==> config.mk <==
export PLATFORM = sky130hd
export DESIGN_NAME = mem_resp
export DESIGN_NICKNAME = d
export VERILOG_FILES = /design/src/rtl/mem_resp.sv
export SDC_FILE = /design/constraint.sdc
export NUM_CORES = 2
export LEC_CHECK = 0
export CAP_MARGIN = 40
export CORE_MARGIN = 1
export CORE_UTILIZATION = 30
export CTS_BUF_LIST = sky130_fd_sc_hd__clkbuf_2 sky130_fd_sc_hd__clkbuf_4 sky130_fd_sc_hd__clkbuf_8
export CTS_CLUSTER_DIAMETER = 30
export DETAILED_ROUTE_END_ITERATION = 7
export HOLD_SLACK_MARGIN = 0.15
export SYNTH_ARGS = -nofsm -noshare
export SYNTH_HDL_FRONTEND = slang
export SYNTH_SLANG_ARGS = --single-unit
==> constraint.sdc <==
create_clock -name clk -period 11.03 [get_ports clk]
set_clock_uncertainty 0.05 [all_clocks]
set_input_delay 1.6545 -clock clk [delete_from_list [all_inputs] [get_ports clk]]
set_output_delay 1.6545 -clock clk [all_outputs]
set_load 0.1 [all_outputs]
==> src/rtl/mem_resp.sv <==
// mem_resp: wait-stated single-port word memory answering CPU MAR/MDR requests.
// Define MEM_RESP_PARITY_EN to add a stored even-parity bit per word and the perr check.
module mem_resp #(
  parameter int ADDR_W      = 8,
  parameter int DATA_W      = 8,
  parameter int WAIT_CYCLES = 2
) (
  input  logic              clk,
  input  logic              reset,
  input  logic              req,
  input  logic              we,
  input  logic [ADDR_W-1:0] addr,
  input  logic [DATA_W-1:0] wdata,
  output logic [DATA_W-1:0] rdata,
  output logic              ack,
  output logic              mdr_ld,
  output logic              busy,
  output logic              perr
);

  localparam int DEPTH = 1 << ADDR_W;
  // WAIT is left when the counter reads zero, so it is loaded with one less than the wait count.
  localparam logic [3:0] CNT_LOAD = (WAIT_CYCLES > 0) ? 4'(WAIT_CYCLES - 1) : 4'd0;

  typedef enum logic [1:0] {
    IDLE,
    WAIT,
    ACCESS,
    ACK
  } state_e;

  state_e            state_q, state_d;
  logic [3:0]        cnt_q, cnt_d;
  logic              we_q, we_d;
  logic [ADDR_W-1:0] addr_q, addr_d;
  logic [DATA_W-1:0] wdata_q, wdata_d;
  logic [DATA_W-1:0] rdata_q, rdata_d;
  logic              mem_wr;

  logic [DATA_W-1:0] mem [DEPTH];

  always_comb begin
    state_d = state_q;
    cnt_d   = cnt_q;
    we_d    = we_q;
    addr_d  = addr_q;
    wdata_d = wdata_q;
    rdata_d = rdata_q;
    mem_wr  = 1'b0;
    unique case (state_q)
      IDLE: begin
        if (req) begin
          we_d    = we;
          addr_d  = addr;
          wdata_d = wdata;
          if (WAIT_CYCLES == 0) begin
            state_d = ACCESS;
          end else begin
            state_d = WAIT;
            cnt_d   = CNT_LOAD;
          end
        end
      end
      WAIT: begin
        if (cnt_q == '0) state_d = ACCESS;
        else             cnt_d   = cnt_q - 4'd1;
      end
      ACCESS: begin
        state_d = ACK;
        if (we_q) mem_wr  = 1'b1;
        else      rdata_d = mem[addr_q];
      end
      ACK:     state_d = IDLE;
      default: state_d = IDLE;
    endcase
  end

  always_ff @(posedge clk or negedge reset) begin
    if (!reset) begin
      state_q <= IDLE;
      cnt_q   <= '0;
      we_q    <= 1'b0;
      addr_q  <= '0;
      wdata_q <= '0;
      rdata_q <= '0;
    end else begin
      state_q <= state_d;
      cnt_q   <= cnt_d;
      we_q    <= we_d;
      addr_q  <= addr_d;
      wdata_q <= wdata_d;
      rdata_q <= rdata_d;
    end
  end

  // Storage has no reset: contents survive reset, and a reset-cleared state cannot write.
  always_ff @(posedge clk) begin
    if (mem_wr) mem[addr_q] <= wdata_q;
  end

  assign rdata  = rdata_q;
  assign ack    = (state_q == ACK);
  assign mdr_ld = ack & ~we_q;
  assign busy   = (state_q != IDLE);

`ifdef MEM_RESP_PARITY_EN
  logic              par_mem [DEPTH];
  logic              perr_q, perr_d;
  // Debug hook: idle by default, overridden from a bench to plant a bad stored parity bit.
  logic              dbg_par_force;
  logic [ADDR_W-1:0] dbg_par_addr;
  logic              dbg_par_val;

  always_comb begin
    dbg_par_force = 1'b0;
    dbg_par_addr  = '0;
    dbg_par_val   = 1'b0;
  end

  always_ff @(posedge clk) begin
    if (mem_wr)             par_mem[addr_q]       <= ^wdata_q;
    else if (dbg_par_force) par_mem[dbg_par_addr] <= dbg_par_val;
  end

  always_comb begin
    perr_d = perr_q;
    if (state_q == ACCESS) perr_d = ~we_q & ((^mem[addr_q]) ^ par_mem[addr_q]);
  end

  always_ff @(posedge clk or negedge reset) begin
    if (!reset) perr_q <= 1'b0;
    else        perr_q <= perr_d;
  end

  assign perr = perr_q & mdr_ld;
`else
  assign perr = 1'b0;
`endif

endmodule
-- Yosys cells after proc, flatten, opt, wreduce, memory -nomap -nowiden
Memory sizes are Yosys's and may differ from the RTL's. A register that Yosys moved wholly into a read port is not among the register bits.
Index checks and enable logic that the tools add are counted.
- bits of input ports: 20
- logic and storage cells: 34
- register bits: 23
- output and inout port bits: 12
- RAM bits: 2048
- memories kept: 1
- reductions and logical operators: 9
- eq/ne operators: 6
- bitwise gates (word level): 2
- muxes and demuxes: 10
- $add $sub $neg: 1
- memories (name ; depth ; bits a word ; rd ports ; clocked after Yosys merged registers in ; write ports ; RTL line ; RTL):
    mem ; 256 ; 8 ; 1 ; 1 ; 1 ; 40 ; logic [DATA_W-1:0] mem [DEPTH];
- operators with widths (operator ; number):
    $mux W4 ; 2
    $pmux W2 S4 ; 1
    $pmux W4 S2 ; 1
    $ne A2 B2 Y1 const B ; 3
    $reduce_and A2 Y1 ; 3
    $eq A2 B2 Y1 const B ; 2
    $logic_not A4 Y1 ; 1
    $mux W1 ; 4
    $mux W2 ; 2
    $reduce_bool A2 Y1 ; 2
    $sub A4 B1 Y4 const B ; 1
    $reduce_and A3 Y1 ; 1
    $eq A2 B1 Y1 const B ; 1
    $logic_not A2 Y1 ; 1
    $and A1 B1 Y1 ; 1
    $logic_not A1 Y1 ; 1
    $not A1 Y1 ; 1

-- Depth between registers and ports, before layout
- word-level depth: 4
- depth in mapped cells: 13
- mapped depth without buffers: 9

-- Least setup slack after synthesis
OpenSTA, ideal clock, no wires.
- path type: register -> output
- start: register state_q[0]
- end: output mdr_ld
- path buffers: 0
- path slack: 6721 ps
- arrival: 2604 ps
- cell stages (with the launch flop): 3
- path through: dfrtp_1 -> ha_1 -> nor2b_1
- cells in the longest elaborated chain, start to end: 2
- ends and longest elaborated chain (what ; RTL line ; RTL):
    from (decl) ; 32 ; state_e state_q, state_d;
    from (signal assigned) ; 87 ; state_q <= state_d;
    $eq A2 B2 Y1 ; 102 ; assign ack = (state_q == ACK);
    net ack ; 15 ; output logic ack,
    $and A1 B1 Y1 ; 103 ; assign mdr_ld = ack & ~we_q;
    to (decl) ; 16 ; output logic mdr_ld,
The timed path passes the listed nets, and every way through them passes these cells.

==> results_dict.tcl <==
set metrics [dict create \
    area_delta_synth_final_pct 17.8 \
    synthDistinctLibCells 65 \
    ys_warn_count 0 \
    grt.total_usage_pct 15.6 \
    num_vias 41500 \
    tightest_slew_ps 984 \
    slowest_stage "dfrtp_4" \
    crit_type "reg -> reg" \
    synth_top_area_share_pct 76.0 \
    drtAntennaViolNets 0 \
    start_kind "flip-flop" \
    fin_worst_hold_slack_ps 477 \
    slew-limit-headroom_pct 34.4 \
    pwr-share-clk_pct 31.3 \
    peakVddDrop_mv 0.199 \
    grt_overflow 0 \
    outcome "finished clean" \
    cts.reportedPaths.clkPinSlew_ps 60 \
    grt_pass1_vias 42400 \
    switchingPower_uw 8610 \
    drive_above_1_share_pct 30.6 \
    ctsResizeCount 0 \
    cts_hold_buf 0 \
    r2r-end "rdata[3]$_DFFE_PN0P_" \
    cp.required_ps 11930 \
    totalWireLength_mm 214 \
    synthArstFlopShare_pct 1.49 \
    cellPowerDensity_nw_per_um2 274 \
    finalSetupViolCount 0 \
    yosysSeqAreaShare_pct 77.0 \
    die_w_um 521 \
    postSynthCellCount 3867 \
    coreArea_sq_um 268000 \
    syn_avg_cell_area_sq_um 20.9 \
    max_freq_ghz 0.214 \
    cpLargestDelayFamily "buffers and inverters" \
    grt_antenna_before_repair 5 \
    rsz0062_at_grt "false" \
    critPathMaxFanout 78 \
    grt_max_degree 191 \
    synth_flop_cell "edfxtp_1" \
    cts_tree "done" \
    cellLeakagePower_uw 0.0299 \
    cp.arrival_ps 5570 \
    cp_cell_sequence "buf_12 > buf_4 > buf_4 > mux4_2 > o221ai_1 > o21ai_0 > a31oi_1 > a21oi_1 > o32a_1" \
    synth_area_sq_um 80900 \
    drv_slew 0 \
    vias_per_cell 5.10 \
    worstSetupStartpoint "addr_q[1]$_DFFE_PN0P_" \
    dieArea_sq_um 272000 \
    regToRegStartpoint "addr_q[1]$_DFFE_PN0P_" \
    cts.path.max_buffers 4 \
    syn_nets 3894 \
    reg2reg_setup_slack_ps 6360 \
    worst_r2r_path_depth 9 \
    end_kind "flip-flop" \
    synth_edf_count 2048 \
    die_y_um 521 \
    worst-path-stages 9 \
    rows 190 \
    cts_buffers 393 \
    synth_top_cell_by_area "edfxtp_1" \
    first_iter_violations 4560 \
    finalCritPeriodShare_pct 42.4 \
    port_buffers 30 \
    ctsHtreeMaxLevel 5 \
    dr.pass1.iters 5 \
    p_sw_share_pct 33.0 \
    synth_area_leaders "edfxtp_1, mux4_2, mux2i_1" \
    worst_path_most_repeated_cell "buf_4" \
    final_nets 4304 \
    cellInternalPower_uw 17500 \
    wire_per_inst_um 26.3 \
    slowest_delay_ps 780 \
    cts_setup_buffers 0 \
    synth-seq-cells 2079 \
    fin_tns_setup_ps 0 \
    start_util_pct 30.2 \
    clockRootBuffer "clkbuf_8" \
    p_seq_share_pct 39.7 \
    clock_latency_ps 1060 \
    routabilityCongestion 0.825 \
    hold_viol_final 0 \
    cp_num_buf_inv 3 \
    endpoint "rdata[3]$_DFFE_PN0P_" \
    cap_violations 0 \
    final.min_clock_period_ps 4670 \
    hold_class "reg -> reg" \
    grt_pass1_wl_mm 307 \
    io_pins 32 \
    combPwrFrac_pct 29.0 \
    drc 0 \
    hpwl_mm 131 \
    cts.sinks 2079 \
]
per-stage QoR:
step           instance area, sq um  util, %  setup slack, ps  instances  total power (uW)
2_1_floorplan                 80900        -             6720       3867             15300
3_3_place_gp                  85300     31.8             5920       7303             17900
3_5_place_dp                  86600     32.3             6340       7430             18200
4_1_cts                       95200     35.5             6310       8126             26300
5_1_grt                       95200     35.6             6160       8136             27000
6_report                      95300     35.6             6360       8138             26100
cell families (layout without fill, tap and decap cells):
group	after synthesis	count (layout)	synth area share (%)
fa+ha+maj	7	7	0.108
buf+inv	245	956	1.57
compound gates	255	255	2.23
mux	651	651	15.7
other cells	1	9	0.00464
simple gates	629	629	3.34
flops	2079	2079	77.0
sequential cells by signal, indices dropped and copies added, names as in the netlist:
signal,cells
mem,2048
addr_q,8
rdata,8
wdata_q,8
cnt_q,4
state_q,2
we_q,1
Yosys cell counts (all sizes together) (11+ instances only):
cell and count:
nand2 160, dfrtp 31, o21ai 26, nor2b 20, nand4 17, nor4 11, mux2 19, nand3 64
a22oi 41, buf 154, o22ai 51, mux2i 137, o221ai 11, clkbuf 83, a32oi 19, a21oi 24
edfxtp 2048, nor3 21, a31oi 21, mux4 495, nor2 300
power groups by stage:
stage / Sequential (uW) / Clock, uW / Combinational (uW)
after floorplan: 11100 / 0 / 4200
after global placement: 10500 / 0 / 7330
after detailed placement: 10500 / 0 / 7610
after CTS: 10400 / 8290 / 7620
after global routing: 10400 / 8640 / 7930
final: 10400 / 8170 / 7590
cells in the final DEF (no fill, tap or decap), drive strengths merged, types with 16 or more instances in the layout:
master	count
mux4	495
a31oi	21
nor2	300
nand4	17
clkdlybuf4s50	29
nor2b	20
clkinvlp	32
a32oi	19
clkinv	125
nand3	64
dfrtp	31
o22ai	51
clkbuf	480
nor3	21
edfxtp	2048
a21oi	24
mux2	19
buf	223
nand2	160
bufinv	51
o21ai	26
mux2i	137
a22oi	41
inv	16
final cells by class:
cell class                 count  area, sq um
antenna                        8         20.0
timing repair buffer         252         2450
sequential                  2079        62300
inverter                       8         35.0
clock inverter               216         2420
fill                       24500       173000
multi-input combinational   1543        17400
tap                         3552         4440
clock buffer                 480         6150
worst min-delay path by stage:
stage	to	cells past startpoint	start	slack (ps)
2_1_floorplan	cnt_q[2]$_DFFE_PN0P_	1	cnt_q[2]$_DFFE_PN0P_	420
3_3_place_gp	cnt_q[2]$_DFFE_PN0P_	1	cnt_q[2]$_DFFE_PN0P_	460
3_5_place_dp	cnt_q[2]$_DFFE_PN0P_	1	cnt_q[2]$_DFFE_PN0P_	470
4_1_cts	cnt_q[2]$_DFFE_PN0P_	1	cnt_q[2]$_DFFE_PN0P_	480
5_1_grt	cnt_q[2]$_DFFE_PN0P_	1	cnt_q[2]$_DFFE_PN0P_	550
6_report	cnt_q[2]$_DFFE_PN0P_	1	cnt_q[2]$_DFFE_PN0P_	480
worst reg2reg max path, delay by kind of cell (launching register included):
family,cells,cell delay (ps)
buf+inv,3,1780
mux,1,600
flops,1,780
compound gates,5,1350
layer usage:
metal / wire length, um / global-route usage [%]
met1: 84900 / 20.3
met2: 104000 / 25.4
met3: 17000 / 3.18
met4: 7970 / 6.24
met5: 13 / 0
(Power assumes the default switching activity.)
